$ cat config.mk
export PLATFORM = sky130hd
export DESIGN_NAME = register_bank_writer_flat
export DESIGN_NICKNAME = d
export VERILOG_FILES = /design/src/rtl/register_bank_writer_if.sv /design/src/rtl/register_bank_writer.sv /design/src/flat_wrapper.sv
export SDC_FILE = /design/constraint.sdc
export NUM_CORES = 1
export LEC_CHECK = 0
export CAP_MARGIN = 40
export CORE_AREA = 8 8 423 425
export DETAILED_ROUTE_END_ITERATION = 6
export DIE_AREA = 0 0 431 433
export GPL_TIMING_DRIVEN = 0
export MAX_ROUTING_LAYER = met4
export PLACE_DENSITY = 0.53
export SYNTH_ARGS = -nofsm -noshare
export SYNTH_HDL_FRONTEND = slang
export SYNTH_SLANG_ARGS = --single-unit
$ cat constraint.sdc
create_clock -name clk -period 1.9 [get_ports clk]
set_input_delay 0.38 -clock clk [delete_from_list [all_inputs] [get_ports clk]]
set_output_delay 0.38 -clock clk [all_outputs]
set_load 0.03 [all_outputs]
$ cat src/rtl/register_bank_writer_if.sv
// Write-side bus of the register bank: request, staged-write visibility and commit count.
interface register_bank_writer_if #(
    parameter int DATA_WIDTH  = 32,
    parameter int COUNT_WIDTH = 16
);
    logic                   Write_Enable;
    logic [4:0]             Write_Register;
    logic [DATA_WIDTH-1:0]  Write_Data;
    logic                   Pending_Valid;
    logic [4:0]             Pending_Register;
    logic [DATA_WIDTH-1:0]  Pending_Data;
    logic [COUNT_WIDTH-1:0] Write_Count;

    modport master (
        output Write_Enable, Write_Register, Write_Data,
        input  Pending_Valid, Pending_Register, Pending_Data, Write_Count
    );

    modport slave (
        input  Write_Enable, Write_Register, Write_Data,
        output Pending_Valid, Pending_Register, Pending_Data, Write_Count
    );
endinterface

$ cat src/rtl/register_bank_writer.sv
// 32-entry register bank with a staged two-cycle write path and commit counter.
// Define ZERO_REGISTER_PROTECT_EN to make register 0 read-only zero.
module register_bank_writer #(
    parameter int DATA_WIDTH  = 32,
    parameter int COUNT_WIDTH = 16
) (
    input  logic                  clk,
    input  logic                  reset,
    register_bank_writer_if.slave bus,
    output logic [DATA_WIDTH-1:0] Q_0,
    output logic [DATA_WIDTH-1:0] Q_1,
    output logic [DATA_WIDTH-1:0] Q_2,
    output logic [DATA_WIDTH-1:0] Q_3,
    output logic [DATA_WIDTH-1:0] Q_4,
    output logic [DATA_WIDTH-1:0] Q_5,
    output logic [DATA_WIDTH-1:0] Q_6,
    output logic [DATA_WIDTH-1:0] Q_7,
    output logic [DATA_WIDTH-1:0] Q_8,
    output logic [DATA_WIDTH-1:0] Q_9,
    output logic [DATA_WIDTH-1:0] Q_10,
    output logic [DATA_WIDTH-1:0] Q_11,
    output logic [DATA_WIDTH-1:0] Q_12,
    output logic [DATA_WIDTH-1:0] Q_13,
    output logic [DATA_WIDTH-1:0] Q_14,
    output logic [DATA_WIDTH-1:0] Q_15,
    output logic [DATA_WIDTH-1:0] Q_16,
    output logic [DATA_WIDTH-1:0] Q_17,
    output logic [DATA_WIDTH-1:0] Q_18,
    output logic [DATA_WIDTH-1:0] Q_19,
    output logic [DATA_WIDTH-1:0] Q_20,
    output logic [DATA_WIDTH-1:0] Q_21,
    output logic [DATA_WIDTH-1:0] Q_22,
    output logic [DATA_WIDTH-1:0] Q_23,
    output logic [DATA_WIDTH-1:0] Q_24,
    output logic [DATA_WIDTH-1:0] Q_25,
    output logic [DATA_WIDTH-1:0] Q_26,
    output logic [DATA_WIDTH-1:0] Q_27,
    output logic [DATA_WIDTH-1:0] Q_28,
    output logic [DATA_WIDTH-1:0] Q_29,
    output logic [DATA_WIDTH-1:0] Q_30,
    output logic [DATA_WIDTH-1:0] Q_31
);
    logic                   pend_valid;
    logic [4:0]             pend_reg;
    logic [DATA_WIDTH-1:0]  pend_data;
    logic [COUNT_WIDTH-1:0] write_count;
    logic [31:0]            commit_sel;
    logic [DATA_WIDTH-1:0]  bank [32];

    always_ff @(posedge clk or negedge reset) begin
        if (!reset) begin
            pend_valid <= 1'b0;
            pend_reg   <= '0;
            pend_data  <= '0;
        end else if (bus.Write_Enable) begin
            pend_valid <= 1'b1;
            pend_reg   <= bus.Write_Register;
            pend_data  <= bus.Write_Data;
        end else begin
            pend_valid <= 1'b0;
        end
    end

    // One-hot commit select; index 0 is masked out when the zero register is protected.
    always_comb begin
        commit_sel = '0;
        if (pend_valid) begin
            commit_sel[pend_reg] = 1'b1;
        end
`ifdef ZERO_REGISTER_PROTECT_EN
        commit_sel[0] = 1'b0;
`endif
    end

    always_ff @(posedge clk or negedge reset) begin
        if (!reset) begin
            for (int i = 0; i < 32; i++) begin
                bank[i] <= '0;
            end
        end else begin
            for (int i = 0; i < 32; i++) begin
                if (commit_sel[i]) begin
                    bank[i] <= pend_data;
                end
            end
        end
    end

    // Discarded zero-register commits still count as commits.
    always_ff @(posedge clk or negedge reset) begin
        if (!reset) begin
            write_count <= '0;
        end else if (pend_valid) begin
            write_count <= write_count + COUNT_WIDTH'(1);
        end
    end

    assign bus.Pending_Valid    = pend_valid;
    assign bus.Pending_Register = pend_reg;
    assign bus.Pending_Data     = pend_data;
    assign bus.Write_Count      = write_count;

    assign Q_0  = bank[0];
    assign Q_1  = bank[1];
    assign Q_2  = bank[2];
    assign Q_3  = bank[3];
    assign Q_4  = bank[4];
    assign Q_5  = bank[5];
    assign Q_6  = bank[6];
    assign Q_7  = bank[7];
    assign Q_8  = bank[8];
    assign Q_9  = bank[9];
    assign Q_10 = bank[10];
    assign Q_11 = bank[11];
    assign Q_12 = bank[12];
    assign Q_13 = bank[13];
    assign Q_14 = bank[14];
    assign Q_15 = bank[15];
    assign Q_16 = bank[16];
    assign Q_17 = bank[17];
    assign Q_18 = bank[18];
    assign Q_19 = bank[19];
    assign Q_20 = bank[20];
    assign Q_21 = bank[21];
    assign Q_22 = bank[22];
    assign Q_23 = bank[23];
    assign Q_24 = bank[24];
    assign Q_25 = bank[25];
    assign Q_26 = bank[26];
    assign Q_27 = bank[27];
    assign Q_28 = bank[28];
    assign Q_29 = bank[29];
    assign Q_30 = bank[30];
    assign Q_31 = bank[31];
endmodule

$ cat src/flat_wrapper.sv
// flat-port wrapper written by rule: the top's interface ports become plain ports
module register_bank_writer_flat 
#(
    parameter int DATA_WIDTH  = 32,
    parameter int COUNT_WIDTH = 16
)
  (clk, reset, Q_0, Q_1, Q_2, Q_3, Q_4, Q_5, Q_6, Q_7, Q_8, Q_9, Q_10, Q_11, Q_12, Q_13, Q_14, Q_15, Q_16, Q_17, Q_18, Q_19, Q_20, Q_21, Q_22, Q_23, Q_24, Q_25, Q_26, Q_27, Q_28, Q_29, Q_30, Q_31, bus_Write_Enable, bus_Write_Register, bus_Write_Data, bus_Pending_Valid, bus_Pending_Register, bus_Pending_Data, bus_Write_Count);
  register_bank_writer_if #(.DATA_WIDTH(DATA_WIDTH), .COUNT_WIDTH(COUNT_WIDTH)) bus_i ();
  input  logic clk;
  input  logic reset;
  output logic [DATA_WIDTH-1:0] Q_0;
  output logic [DATA_WIDTH-1:0] Q_1;
  output logic [DATA_WIDTH-1:0] Q_2;
  output logic [DATA_WIDTH-1:0] Q_3;
  output logic [DATA_WIDTH-1:0] Q_4;
  output logic [DATA_WIDTH-1:0] Q_5;
  output logic [DATA_WIDTH-1:0] Q_6;
  output logic [DATA_WIDTH-1:0] Q_7;
  output logic [DATA_WIDTH-1:0] Q_8;
  output logic [DATA_WIDTH-1:0] Q_9;
  output logic [DATA_WIDTH-1:0] Q_10;
  output logic [DATA_WIDTH-1:0] Q_11;
  output logic [DATA_WIDTH-1:0] Q_12;
  output logic [DATA_WIDTH-1:0] Q_13;
  output logic [DATA_WIDTH-1:0] Q_14;
  output logic [DATA_WIDTH-1:0] Q_15;
  output logic [DATA_WIDTH-1:0] Q_16;
  output logic [DATA_WIDTH-1:0] Q_17;
  output logic [DATA_WIDTH-1:0] Q_18;
  output logic [DATA_WIDTH-1:0] Q_19;
  output logic [DATA_WIDTH-1:0] Q_20;
  output logic [DATA_WIDTH-1:0] Q_21;
  output logic [DATA_WIDTH-1:0] Q_22;
  output logic [DATA_WIDTH-1:0] Q_23;
  output logic [DATA_WIDTH-1:0] Q_24;
  output logic [DATA_WIDTH-1:0] Q_25;
  output logic [DATA_WIDTH-1:0] Q_26;
  output logic [DATA_WIDTH-1:0] Q_27;
  output logic [DATA_WIDTH-1:0] Q_28;
  output logic [DATA_WIDTH-1:0] Q_29;
  output logic [DATA_WIDTH-1:0] Q_30;
  output logic [DATA_WIDTH-1:0] Q_31;
  input wire logic [$bits(bus_i.Write_Enable)-1:0] bus_Write_Enable;
  input wire logic [$bits(bus_i.Write_Register)-1:0] bus_Write_Register;
  input wire logic [$bits(bus_i.Write_Data)-1:0] bus_Write_Data;
  output wire logic [$bits(bus_i.Pending_Valid)-1:0] bus_Pending_Valid;
  output wire logic [$bits(bus_i.Pending_Register)-1:0] bus_Pending_Register;
  output wire logic [$bits(bus_i.Pending_Data)-1:0] bus_Pending_Data;
  output wire logic [$bits(bus_i.Write_Count)-1:0] bus_Write_Count;
  assign bus_i.Write_Enable = bus_Write_Enable;
  assign bus_i.Write_Register = bus_Write_Register;
  assign bus_i.Write_Data = bus_Write_Data;
  assign bus_Pending_Valid = bus_i.Pending_Valid;
  assign bus_Pending_Register = bus_i.Pending_Register;
  assign bus_Pending_Data = bus_i.Pending_Data;
  assign bus_Write_Count = bus_i.Write_Count;
  register_bank_writer #(.DATA_WIDTH(DATA_WIDTH), .COUNT_WIDTH(COUNT_WIDTH)) u_core (.clk(clk), .reset(reset), .bus(bus_i), .Q_0(Q_0), .Q_1(Q_1), .Q_2(Q_2), .Q_3(Q_3), .Q_4(Q_4), .Q_5(Q_5), .Q_6(Q_6), .Q_7(Q_7), .Q_8(Q_8), .Q_9(Q_9), .Q_10(Q_10), .Q_11(Q_11), .Q_12(Q_12), .Q_13(Q_13), .Q_14(Q_14), .Q_15(Q_15), .Q_16(Q_16), .Q_17(Q_17), .Q_18(Q_18), .Q_19(Q_19), .Q_20(Q_20), .Q_21(Q_21), .Q_22(Q_22), .Q_23(Q_23), .Q_24(Q_24), .Q_25(Q_25), .Q_26(Q_26), .Q_27(Q_27), .Q_28(Q_28), .Q_29(Q_29), .Q_30(Q_30), .Q_31(Q_31));
endmodule
==> summary by stage, run 1 <==
Synthesis
The simple logic cell fraction of the synthesized area is 0.009597. By area the synthesized netlist is led by sky130_fd_sc_hd__dfrtp_1 67%, sky130_fd_sc_hd__mux2_2 29%, sky130_fd_sc_hd__buf_2 1.2%. The combinational family with the most area after synthesis is multiplexers. The adder and majority gate portion of the synthesized area is 0.0003096. The compound-gate portion of the synthesized area was 0. The register area share after synthesis is 0.6675. The biggest area contributor in the post-synthesis netlist is sky130_fd_sc_hd__dfrtp_1. The synthesized net count is 2471. The number of synthesized register bits is 1078. The post-synthesis area per instance is 16.63 um^2.

The count of cell types in the netlist is 26. The cell count after synthesis is 2430. The share of synthesized area in the top cell type comes to 0.6675. After synthesis, the share of cell area in mux cells is 0.2959. The mapped cell area is 0.04042 mm^2. The xor/xnor cell area share of the yosys netlist is 0.003251. The synthesis warning total is 0.

Placed design
The final weighted congestion in routability-driven placement is 0.7863. OpenSTA, run right after detailed placement, puts the worst setup slack at -1303 ps. Detailed placement finished with a half-perimeter wire length of 140.2 mm. In this run the cell area measured after placement is 0.05525 mm^2. Buffers placed on the I/O ports in this run total 1117.

Timing
Across all setup checks in the final design, the least slack found is -205.5 ps. The remaining max-slew budget at the tightest pin is 0.3790. The final number of max-transition violations is 0.

The total count of hold-check failures in the final report was 290. In the finished design, the share of the clock period the worst path needs comes to 1.108. At the pin with the least slew margin, the transition time is 931.4 ps.

For the finished layout, the period the worst path requires is 2106 ps. Setup total negative slack on the finished layout was measured at -59330 ps. Between clock sinks in the finished design, the worst skew comes to 53.16 ps. Setup violations remaining at the end of the flow were counted as 810. For this run, the top clock speed supported by timing is 0.4749 GHz.

Setup repair after global routing could not meet its margin everywhere. The smallest hold slack is -271.3 ps.

Floorplanning
For this configuration, the core starts out at a cell density of 0.2343. The number of ports placed on the die boundary is 1118. The height of the die is 433 um. After floorplanning, the core was divided into 153 placement rows. In this run the horizontal extent of the chip is 431 um. The floorplan step defined a die boundary enclosing 0.1866 mm^2.

The floorplan step defined a core boundary enclosing 0.1725 mm^2.

Critical path
The startpoint type of the worst setup path is a register. The register-to-register setup slack is -210 ps. The worst path arrival time is 2770 ps. Following the worst setup path forward leads to its endpoint at u_core.Q_18[6]$_DFFE_PN0P_. STA puts the critical path data required time at 2560 ps. The nature of the critical path endpoint is a register. The worst setup path category is register to register.

By instance count, the cell type seen most on the critical path is sky130_fd_sc_hd__buf_12. The signal on the critical path passes through buf_12 > and4bb_4 > buf_8 > nand2_8 > buf_12 > buf_12 > mux2_4. In this design, the stage delay of the slowest critical-path cell is 500 ps.

The biggest fanout along the worst timing path is 8. The slowest cell on the critical path is sky130_fd_sc_hd__dfrtp_4. The origin of the critical flop-to-flop path is u_core.bus.Pending_Register[3]$_DFFE_PN0P_. In this run the worst setup path begins at u_core.bus.Pending_Register[3]$_DFFE_PN0P_. The capture instance of the worst register-to-register path is u_core.Q_18[6]$_DFFE_PN0P_. Counting cells, the worst reg-to-reg path comes to 7.

Final layout
The proportion of layout cells with a drive suffix above 1 is 0.6894. The total non-filler cell area in the finished layout is 0.06176 mm^2. In the final design database the tool counted 3991 nets. From synthesis to final layout, the design area changed by 52.81%.

Clock tree
The maximum level of the CTS H-tree is 4. The tree is rooted in a sky130_fd_sc_hd__clkbuf_16. No sink is reached through more buffers than the 3 on the longest clock path.

The CTS tree is done. After clock tree synthesis, the clock-pin slew on the worst setup and hold paths is 60 ps. The number of clock buffers added by TritonCTS is 130.

Clock latency on the worst-skew pair, taken at its later pin, is 820 ps. The clock drives 1078 sinks.

Power and ir drop
After layout, the design draws a total of 0.1011 W. In this run the power density over the cells is 1636 mW/mm^2. The peak supply drop is 0.9481 mV. In this run the static leakage power is 30.44 nW.

Routing
The number of nets still failing antenna checks after routing is 0. The sum of routed wire length over all layers is 201.6 mm. The average detailed-routed wire length per instance is 31.55 um. The detailed router finished its first iteration with 1254 violations. The number of vias in the routed layout is 27770. In the routed design, unresolved DRC markers number 0. The first detailed-routing pass ran for 4 iterations.

The average vias per placed instance is 4.344.

Run status
The run finished, with violations left. The checks that failed: hold timing, setup timing.

GRT
The first-pass GRT wire length is 260.1 mm. The largest net degree at the start of global routing is 162. The total congestion overflow after global routing is 0.

For this run, the total global-route usage over all layers was measured as 0.2081. The via count of the first global-routing pass is 28750. The initial antenna violation count is 15.

Run
Across the run, the number of max-cap violations was 0.

Min path
The tightest min-delay check is of the input pin to async pin type.
power by group:
group          switching [W]  internal [W]  total, W
Combinational         0.0269        0.0132    0.0401
Sequential           0.00431        0.0306    0.0349
Clock                 0.0110        0.0151    0.0260
through the flow:
| step | utilization | std cells |
|---|---|---|
| after floorplan | - | 2430 |
| after global routing | 0.3580 | 6388 |
| after global placement | 0.3160 | 5872 |
| after CTS | 0.3635 | 6312 |
| final | 0.3581 | 6392 |
| after detailed placement | 0.3203 | 5919 |
cells by family (layout without fill, tap and decap cells):
family	Yosys count	count (layout)
buffers and inverters	204	1827
and+or+nand+nor	70	70
DFF	1078	1078
xor gates and xnor gates	15	15
muxes	1062	1062
adders and majority gates	1	1
other	0	14
layer usage:
layer	vias up	global-route usage	share of wire
met5	-	-	0
met4	0	0.07597	0.051
met3	329	0.05715	0.059
met2	891	0.3637	0.50
met1	14910	0.2269	0.39
li1	11640	-	-
cells in the mapped netlist (all sizes together):
master,number
nor4b,1
nor4,4
and3,1
nand4,7
nor2b,2
nand4b,3
nor3,3
and4,1
buf,102
clkbuf,100
or3,3
ha,1
inv,2
nor2,15
xnor2,7
dfrtp,1078
mux2,1062
or4,1
nand2,18
nand3,6
xor2,8
and4bb,3
nand2b,2
layout make-up:
type	count	area, um^2
tap	2325	2909
fill	16890	110700
sequential	1078	27080
multi-input combinational	1148	14040
antenna	14	35.03
timing repair buffer	1394	11080
buffer	196	2130
clock inverter	42	631.9
inverter	2	7.507
clock buffer	193	3840
worst max-delay path: cells and delay by family (launching register included):
family	cells	cell delay (ps)
simple gates	2	520
mux	1	290
flops	1	500
buf+inv	4	610
worst min path at each step:
stage,startpoint,to,slack [ps],depth (start not counted)
finish,reset,u_core.Q_18[18]$_DFFE_PN0P_,-270,3
global route,reset,u_core.Q_18[18]$_DFFE_PN0P_,-230,3
CTS,reset,u_core.Q_24[9]$_DFFE_PN0P_,-640,1
detailed placement,reset,u_core.Q_18[11]$_DFFE_PN0P_,270,1
global placement,u_core.bus.Write_Count[15]$_DFFE_PN0P_,u_core.bus.Write_Count[15]$_DFFE_PN0P_,460,1
floorplan,reset,u_core.Q_0[0]$_DFFE_PN0P_,80,0
cell usage in the layout (no fill, tap or decap), types with 6 or more instances in the layout:
cell,netlist,routed
sky130_fd_sc_hd__buf_12,0,125
sky130_fd_sc_hd__buf_16,0,40
sky130_fd_sc_hd__buf_2,93,13
sky130_fd_sc_hd__buf_4,0,85
sky130_fd_sc_hd__buf_6,9,95
sky130_fd_sc_hd__buf_8,0,40
sky130_fd_sc_hd__bufinv_16,0,6
sky130_fd_sc_hd__clkbuf_1,100,127
sky130_fd_sc_hd__clkbuf_16,0,165
sky130_fd_sc_hd__clkbuf_2,0,926
sky130_fd_sc_hd__clkbuf_4,0,17
sky130_fd_sc_hd__clkbuf_8,0,35
sky130_fd_sc_hd__clkdlybuf4s15_2,0,58
sky130_fd_sc_hd__clkdlybuf4s50_1,0,38
sky130_fd_sc_hd__clkinv_2,0,14
sky130_fd_sc_hd__dfrtp_1,1078,1028
sky130_fd_sc_hd__dfrtp_2,0,34
sky130_fd_sc_hd__dfrtp_4,0,16
sky130_fd_sc_hd__diode_2,0,14
sky130_fd_sc_hd__dlygate4sd2_1,0,15
sky130_fd_sc_hd__mux2_2,1047,751
sky130_fd_sc_hd__mux2_4,0,310
sky130_fd_sc_hd__nand2_8,0,11
sky130_fd_sc_hd__nand4_1,7,7
sky130_fd_sc_hd__nor2_4,0,13
sky130_fd_sc_hd__xnor2_1,7,7
sky130_fd_sc_hd__xor2_1,8,8
repair_timing:
item                                     CTS  global route
hold buffers                               1             4
endpoints found under the setup margin  2437          2252
hold endpoints to repair                 463           208
pin swaps                                 23            16
buffers inserted                         122            39
cloned                                    36            35
resized for setup                       2046          2343
Power figures use the tool's default switching activity.
==> run 2, diff against run 1 <==
--- a/config.mk
+++ b/config.mk
@@ -6,12 +6,12 @@
 export NUM_CORES = 1
 export LEC_CHECK = 0
 export CAP_MARGIN = 40
-export CORE_AREA = 8 8 423 425
+export CORE_AREA = 2 2 430 432
 export DETAILED_ROUTE_END_ITERATION = 6
-export DIE_AREA = 0 0 431 433
+export DIE_AREA = 0 0 432 434
 export GPL_TIMING_DRIVEN = 0
 export MAX_ROUTING_LAYER = met4
-export PLACE_DENSITY = 0.53
+export PLACE_DENSITY = 0.51
 export SYNTH_ARGS = -nofsm -noshare
 export SYNTH_HDL_FRONTEND = slang
 export SYNTH_SLANG_ARGS = --single-unit
==> run 2 against run 1 <==
Against the previous run: the flow still finishes with violations (hold timing, setup timing); largest cell class unchanged; clock skew is 20 ps lower; largest power group unchanged; critical endpoint is now u_core.Q_24[15]$_DFFE_PN0P_; total power fell by 1.6%; first-iteration DRC count decreased by 3.6%; die area increased by 0.46%.
==> summary by stage, run 2 (synthesis gave the netlist of run 1 again) <==
Timing
The total count of hold-check failures in the final report is 259. The final number of max-transition violations was 0. The tightest hold path in the finished design has a slack of -159.8 ps.

In the finished design, the share of the clock period the worst path needs comes to 1.062. The worst pin sits at a relative slew slack of 0.3455. The post-route minimum period is 2018 ps. The slew at the pin with the worst max-slew slack is 981.7 ps. Summed over all failing endpoints, the final setup total negative slack is -9308 ps. Setup slack on the critical path of the routed design comes to -118.3 ps. Setup violations remaining at the end of the flow were counted as 262. Setup repair after global routing could not meet its margin everywhere. The peak clock frequency supported by timing is 0.4955 GHz.

The worst clock skew is 33.38 ps.

Placed design
The count of placed standard cells including taps is 5970. The count of buffers inserted at the top-level ports is 1117. Routability-driven placement finished with a final weighted congestion of 0.7988. The detailed placement HPWL is 136.7 mm. The post-placement setup slack is -1237 ps.

Floorplanning
The floorplan row count is 157. The number of ports placed on the die boundary is 1118. The die boundary width is 432 um. The die covers 0.1875 mm^2. The total area inside the core boundary comes to 0.1825 mm^2. The starting density of the core is 0.2215. The height of the die is 434 um.

Final layout
The sequential cell area in the final layout is 0.02707 mm^2. The proportion of layout cells with a drive suffix above 1 is 0.6830. Once layout is complete, the utilization of the core stands at 0.3295. The number of cells in the finished layout apart from fillers is 6353. Leaving out fill and tap cells, the most frequent cell in the layout is sky130_fd_sc_hd__dfrtp_1.

The filler cell count in the final layout is 18210. The multi-input combinational cells in the finished layout cover a total of 0.01355 mm^2. The area growth from synthesis to layout is 48.77%. The library cells used most frequently in the layout, excluding fill and tap cells, are 1035 x sky130_fd_sc_hd__dfrtp_1, 874 x sky130_fd_sc_hd__mux2_2, 749 x sky130_fd_sc_hd__clkbuf_2, 214 x sky130_fd_sc_hd__clkdlybuf4s15_2, 188 x sky130_fd_sc_hd__mux2_4. For this run, the post-layout net count is 3903.

Run status
The checks that failed: hold timing, setup timing. The run finished, with violations left.

Routing
In the routed layout, each cell is associated on average with a via count of 4.254. The detail route stage leaves a number of antenna-violating nets equal to 0. The average detailed-routed wire length per instance is 30.25 um. The routed length on met3 is 11.11 mm.

The amount of wire on met2 after detailed routing is 98.57 mm. After detailed routing, the wire length on met1 is 75.43 mm. The number of vias in the routed layout is 27030. The first detailed-routing pass took 4 iterations. After detailed routing, the number of remaining DRC violations is 0. The first routing iteration left 1209 violations. The uppermost layer routed is met4. The final layout contains routed wiring with a total length of 192.2 mm.

GRT
After global routing the overflow that remains totals 0. Across every metal layer, demand over resource in global routing totals 0.1972. The first-pass GRT wire length is 244.5 mm. The initial antenna violation count was 27.

The via count of the first global-routing pass is 27690. Entering global routing, the biggest net connects 149 pins.

Power and ir drop
The internal portion of the total power is 0.05850 W. The analysis attributes to cell leakage a power of 28.93 nW. In this run the power density over the cells is 1654 mW/mm^2.

The share of total power dissipated in sequential elements is 0.350. Of the total power, the clock network draws 0.253. Of the total power, combinational logic draws 0.397. The power spent charging and discharging nets is 0.04093 W. Of the total power, the share spent switching nets is 0.4116. Across the VDD grid, the largest voltage drop is 0.8749 mV.

Critical path
For the worst setup path, the data required time is 2550 ps. The start point of the critical path is u_core.bus.Pending_Register[2]$_DFFE_PN0P_. The worst setup path is captured at a register. Along the worst path, the maximum fanout reaches 10. In this run the critical register-to-register path is launched from u_core.bus.Pending_Register[2]$_DFFE_PN0P_. The worst setup path is launched from a register. The register-to-register setup slack is -120 ps. The worst register-to-register path ends at u_core.Q_24[15]$_DFFE_PN0P_.

The number of cells on the worst reg-to-reg path is 5. Data on the critical path arrives at its endpoint at 2670 ps. The most critical setup path has its endpoint at u_core.Q_24[15]$_DFFE_PN0P_. The critical path is of the register to register type.

Clock tree
TritonCTS built the clock tree. The number of CTS-inserted buffers is 131. The cell at the root of the clock tree is sky130_fd_sc_hd__clkbuf_16. Counting along the longest clock path gives a buffer depth of 3. The maximum level of the CTS H-tree is 4. The latest clock arrival within the worst-skew pair is 800 ps. Clock tree synthesis found a total of 1078 sinks.

Clock-pin slew was measured on the worst setup and hold paths at 60 ps.

Run
The count of max-cap constraint violations is 0.

Min path
The min-delay analysis places its worst path in the category input pin to async pin.
[run 2: changes by cell type in the layout (fill, tap and decap cells not counted), sizes merged, moves of 3 or more]
cell | previous run | this run
clkinv | 25 | 11
dlygate4sd2 | 15 | 0
diode | 14 | 18
bufinv | 6 | 3
clkdlybuf4s15 | 58 | 215
clkbuf | 1270 | 1089
buf | 398 | 352
[run 2: timing repair]
action / in CTS / in global routing
cloned: 4 / 35
hold buffers: 1 / 5
pin swaps: 17 / 22
gates resized for setup: 2391 / 1821
buffers inserted: 64 / 40
endpoints found under the setup margin: 2236 / 2313
endpoints found under the hold margin: 304 / 303
[run 2: worst min-delay path by stage]
stage / from / end
floorplan: reset / u_core.Q_0[0]$_DFFE_PN0P_
global placement: u_core.Q_28[6]$_DFFE_PN0P_ / u_core.Q_28[6]$_DFFE_PN0P_
detailed placement: reset / u_core.Q_11[14]$_DFFE_PN0P_
CTS: reset / u_core.Q_11[14]$_DFFE_PN0P_
global route: reset / u_core.bus.Write_Count[2]$_DFFE_PN0P_
finish: reset / u_core.Q_12[16]$_DFFE_PN0P_
[run 2: power groups by stage]
stage	combinational (W)	sequential [W]	clock [W]
after floorplan	0.00715	0.0499	0
after global placement	0.0438	0.0353	0
after detailed placement	0.0445	0.0352	0
after CTS	0.0410	0.0345	0.0259
after global routing	0.0409	0.0357	0.0268
final	0.0395	0.0348	0.0252
[run 2: metrics by stage]
| stage | total power, W | hold slack (ps) | cell area (um^2) |
|---|---|---|---|
| 2_1_floorplan | 0.05705 | 84.41 | 40420 |
| 3_3_place_gp | 0.07911 | 470.1 | 54580 |
| 3_5_place_dp | 0.07972 | 258.8 | 55230 |
| 4_1_cts | 0.1013 | -624.0 | 60650 |
| 5_1_grt | 0.1035 | -178.9 | 60110 |
| 6_report | 0.09943 | -159.8 | 60130 |
[run 2: final cells by class]
cell class	instances	share of cell area
Antenna cell	18	0.0007491
Timing Repair Buffer	1304	0.1706
Buffer	197	0.03296
Tap cell	2385	0.04963
Multi-Input combinational cell	1148	0.2253
Sequential cell	1078	0.4503
Clock inverter	25	0.004973
Inverter	2	0.0001249
Clock buffer	196	0.06538
[run 2: metal layers]
layer  vias up  global-route usage
li1      11440                   -
met5         -                   -
met3       274             0.04757
met4         0             0.07165
met2       877              0.3439
met1     14430              0.2183
[run 2: worst max-delay path, cell delays in order (launching register included)]
cell and delay, ps:
sky130_fd_sc_hd__dfrtp_2 480, sky130_fd_sc_hd__nand4b_1 220, sky130_fd_sc_hd__buf_6 170, sky130_fd_sc_hd__or3_4 470, sky130_fd_sc_hd__buf_12 220, sky130_fd_sc_hd__mux2_2 280
==> run 3, diff against run 2 <==
--- a/config.mk
+++ b/config.mk
@@ -6,12 +6,12 @@
 export NUM_CORES = 1
 export LEC_CHECK = 0
 export CAP_MARGIN = 40
-export CORE_AREA = 2 2 430 432
+export CORE_AREA = 2 2 438 440
 export DETAILED_ROUTE_END_ITERATION = 6
-export DIE_AREA = 0 0 432 434
+export DIE_AREA = 0 0 440 442
 export GPL_TIMING_DRIVEN = 0
 export MAX_ROUTING_LAYER = met4
-export PLACE_DENSITY = 0.51
+export PLACE_DENSITY = 0.5
 export SYNTH_ARGS = -nofsm -noshare
 export SYNTH_HDL_FRONTEND = slang
 export SYNTH_SLANG_ARGS = --single-unit
==> constraint.sdc (replaced) <==
create_clock -name clk -period 2.4 [get_ports clk]
set_input_delay 0.48 -clock clk [delete_from_list [all_inputs] [get_ports clk]]
set_output_delay 0.48 -clock clk [all_outputs]
set_load 0.03 [all_outputs]
==> run 3 against run 2 <==
Against the previous run: the run ends with hold timing left; maximum frequency is 14% lower; combinational power is 19% lower; sequential share of layout area is 0.38 points higher; register-to-register slack better by 180 ps; die area is 3.7% higher; routed wire length is 6.5% lower; critical path type unchanged; critical endpoint is now u_core.Q_28[4]$_DFFE_PN0P_.
==> summary by stage, run 3 (synthesis gave the netlist of run 1 again) <==
Run status
The run finished, with violations left. The final reports fail on hold timing.

Min path
The path type of the worst min-delay path is input pin to async pin.

Power and ir drop
The analysis attributes to net switching a power of 0.03193 W. The switching part of the total power is 0.4012. The clock network power share is 0.254.

The share of power burned in registers is 0.345. The power share of the combinational group is 0.402. The reported leakage power is 28.75 nW.

The internal power of the cells totals 0.04766 W. The peak supply drop is 0.7577 mV. Dividing total power by cell area gives a power density of 1336 mW/mm^2.

Floorplanning
The die is 440 um wide. The floorplan has 160 rows. The core region is 0.1896 mm^2. For this configuration, the core starts out at a cell density of 0.2132. For this design the top-level I/O count stands at 1118. The floorplan step defined a die boundary enclosing 0.1945 mm^2.

The height of the die is 442 um.

Routing
The number of design rule violations left after detail routing is 0. The number of nets still failing antenna checks after routing is 0. After detailed routing, the wire length on met1 is 68.86 mm.

The number of vias in the routed layout is 26130. The amount of wire on met2 after detailed routing is 93.48 mm. In this run, the number of DRC markers left after iteration 0 of detailed routing was 1091. The routed design has 179.7 mm of wire. After detailed routing, the number of vias per cell comes to 4.107. The average detailed-routed wire length per instance is 28.24 um. Routed signal wires occupy layers up through met4. After detailed routing, the met3 layer carries 11.01 mm of wire. The pre-antenna-repair detailed-routing pass consisted of 7 iterations.

Critical path
The path length in cells of the critical path is 7. The biggest fanout along the worst timing path is 11. Data arrives at the worst endpoint at 3020 ps. The nature of the critical path endpoint is a register. The worst setup path category is register to register. Walking the worst path, the cells encountered are buf_6 > nand4_1 > buf_4 > nor3_4 > buf_6 > buf_4 > mux2_2. The depth of the most critical reg-to-reg path is 7. The worst register-to-register path begins at u_core.bus.Pending_Valid$_DFF_PN0_. The capture point of the worst path is u_core.Q_28[4]$_DFFE_PN0P_.

The capture instance of the worst register-to-register path is u_core.Q_28[4]$_DFFE_PN0P_. The cell family with the largest share of critical-path delay is buffers and inverters. Together, buffers and inverters on the worst path number 4. The start point of the critical path is u_core.bus.Pending_Valid$_DFF_PN0_. For flop-to-flop paths, the worst setup slack is 60 ps. The startpoint type of the worst setup path is a register. In this design, the stage delay of the slowest critical-path cell is 550 ps. The slowest stage of the critical path is the sky130_fd_sc_hd__dfrtp_2 cell. The required arrival time at the worst endpoint is 3080 ps.

Placed design
The count of buffers inserted at the top-level ports is 1117. Routability-driven placement finished with a final weighted congestion of 0.8032. The post-placement setup slack is -1321 ps. The detailed placement HPWL is 136.4 mm.

The count of placed standard cells including taps is 6110.

Timing
For the final database, setup skew stands at 22.15 ps. Timing would allow up to 0.4271 GHz. Across all setup checks in the final design, the least slack found is 58.76 ps. The final number of max-transition violations was 0. Measured against its own limit, the worst slew margin works out to 0.2946. Setup violations remaining at the end of the flow were counted as 0.

The slew at the pin with the worst max-slew slack is 1058 ps. Final hold analysis gives a worst-case slack of -411.0 ps. The total count of hold-check failures in the final report came to 102. Setup repair after global routing left no endpoint under its margin. The ratio of final minimum period to clock period is 0.9755. The worst path in the final design needs a cycle of 2341 ps, including I/O delays and setup.

Clock tree
The latest clock arrival within the worst-skew pair is 800 ps. CTS built an H-tree with a depth of 4. Clock tree synthesis selected as its root buffer the cell sky130_fd_sc_hd__clkbuf_16.

The clock slew seen by the registers of the worst setup and hold paths is 60 ps. The maximum clock path buffer count is 3. The number of sinks on the clock net is 1078. Buffers inserted during clock tree synthesis total 132. The CTS tree is done.

Final layout
Leaving out fill and tap cells, the most frequent cell in the layout is sky130_fd_sc_hd__mux2_2. Registers take 0.02706 mm^2. For this run, the post-layout net count is 3784. The area of combinational cells with multiple inputs is 0.01266 mm^2. Counting the fill cells in the layout gives 19260. Relative to the synthesized area, the layout overhead comes to 47.43%. Excluding fillers, the count of instances in the completed layout stands at 6363. Leaving out fill and tap cells, the most frequent cells in the layout are 1047 x sky130_fd_sc_hd__mux2_2, 1044 x sky130_fd_sc_hd__dfrtp_1, 707 x sky130_fd_sc_hd__dlygate4sd2_1, 366 x sky130_fd_sc_hd__clkdlybuf4s50_1, 139 x sky130_fd_sc_hd__clkbuf_16. Of the cells placed in the final design, the portion with a size suffix greater than 1 is 0.3922.

The final design utilization is 0.3143.

GRT
The via count of the first global-routing pass is 27160. Entering global routing, the biggest net connects 172 pins. The first-pass GRT wire length is 241.6 mm. Summed over all layers, the global routing overflow is 0. The total track usage is 0.1869. The initial antenna violation count is 21.

Run
Across the run, the number of max-cap violations was 0.
-- run 3: worst min-delay path by stage --
stage                                            from  cells past startpoint  slack, ps                                      to
6_report                                        reset                      1       -410             u_core.Q_17[14]$_DFFE_PN0P_
2_1_floorplan                                   reset                      0        180               u_core.Q_0[0]$_DFFE_PN0P_
5_1_grt                                         reset                      1       -410             u_core.Q_17[14]$_DFFE_PN0P_
3_5_place_dp   u_core.bus.Write_Count[15]$_DFFE_PN0P_                      1        460  u_core.bus.Write_Count[15]$_DFFE_PN0P_
3_3_place_gp   u_core.bus.Write_Count[15]$_DFFE_PN0P_                      1        460  u_core.bus.Write_Count[15]$_DFFE_PN0P_
4_1_cts                                         reset                      1       -440             u_core.Q_17[14]$_DFFE_PN0P_
-- run 3: repair_timing --
action / CTS / global route
cloned: 2 / 2
buffers inserted: 7 / 0
gates resized for setup: 894 / 25
hold endpoints to repair: 102 / 102
pin swaps: 1 / 0
endpoints found under the setup margin: 1868 / 398
-- run 3: final cells by class --
cell class                 instances  share of cell area
antenna                           10           0.0004200
buffer                           201             0.01705
clock buffer                     198             0.06709
clock inverter                    35            0.005586
inverter                           2           0.0001260
multi-input combinational       1148              0.2125
sequential                      1078              0.4541
tap                             2511             0.05273
timing repair buffer            1180              0.1904
-- run 3: through the flow --
stage          area [um^2]  TNS [ps]  power (W)
2_1_floorplan        40420         0    0.04517
5_1_grt              59570         0    0.08292
6_report             59590         0    0.07960
4_1_cts              59450         0    0.08082
3_3_place_gp         54740         -    0.06272
3_5_place_dp         55550   -788910    0.06314
-- run 3: power by group through the flow --
stage | logic [W] | registers (W) | clock network [W]
2_1_floorplan | 0.00566 | 0.0395 | 0
3_3_place_gp | 0.0347 | 0.0280 | 0
3_5_place_dp | 0.0353 | 0.0279 | 0
4_1_cts | 0.0325 | 0.0275 | 0.0208
5_1_grt | 0.0331 | 0.0282 | 0.0216
6_report | 0.0320 | 0.0274 | 0.0202
-- run 3: layer usage --
metal	GRT usage	vias up
met3	0.05244	239
met2	0.3252	780
li1	-	11190
met5	-	-
met4	0.06382	0
met1	0.2029	13920
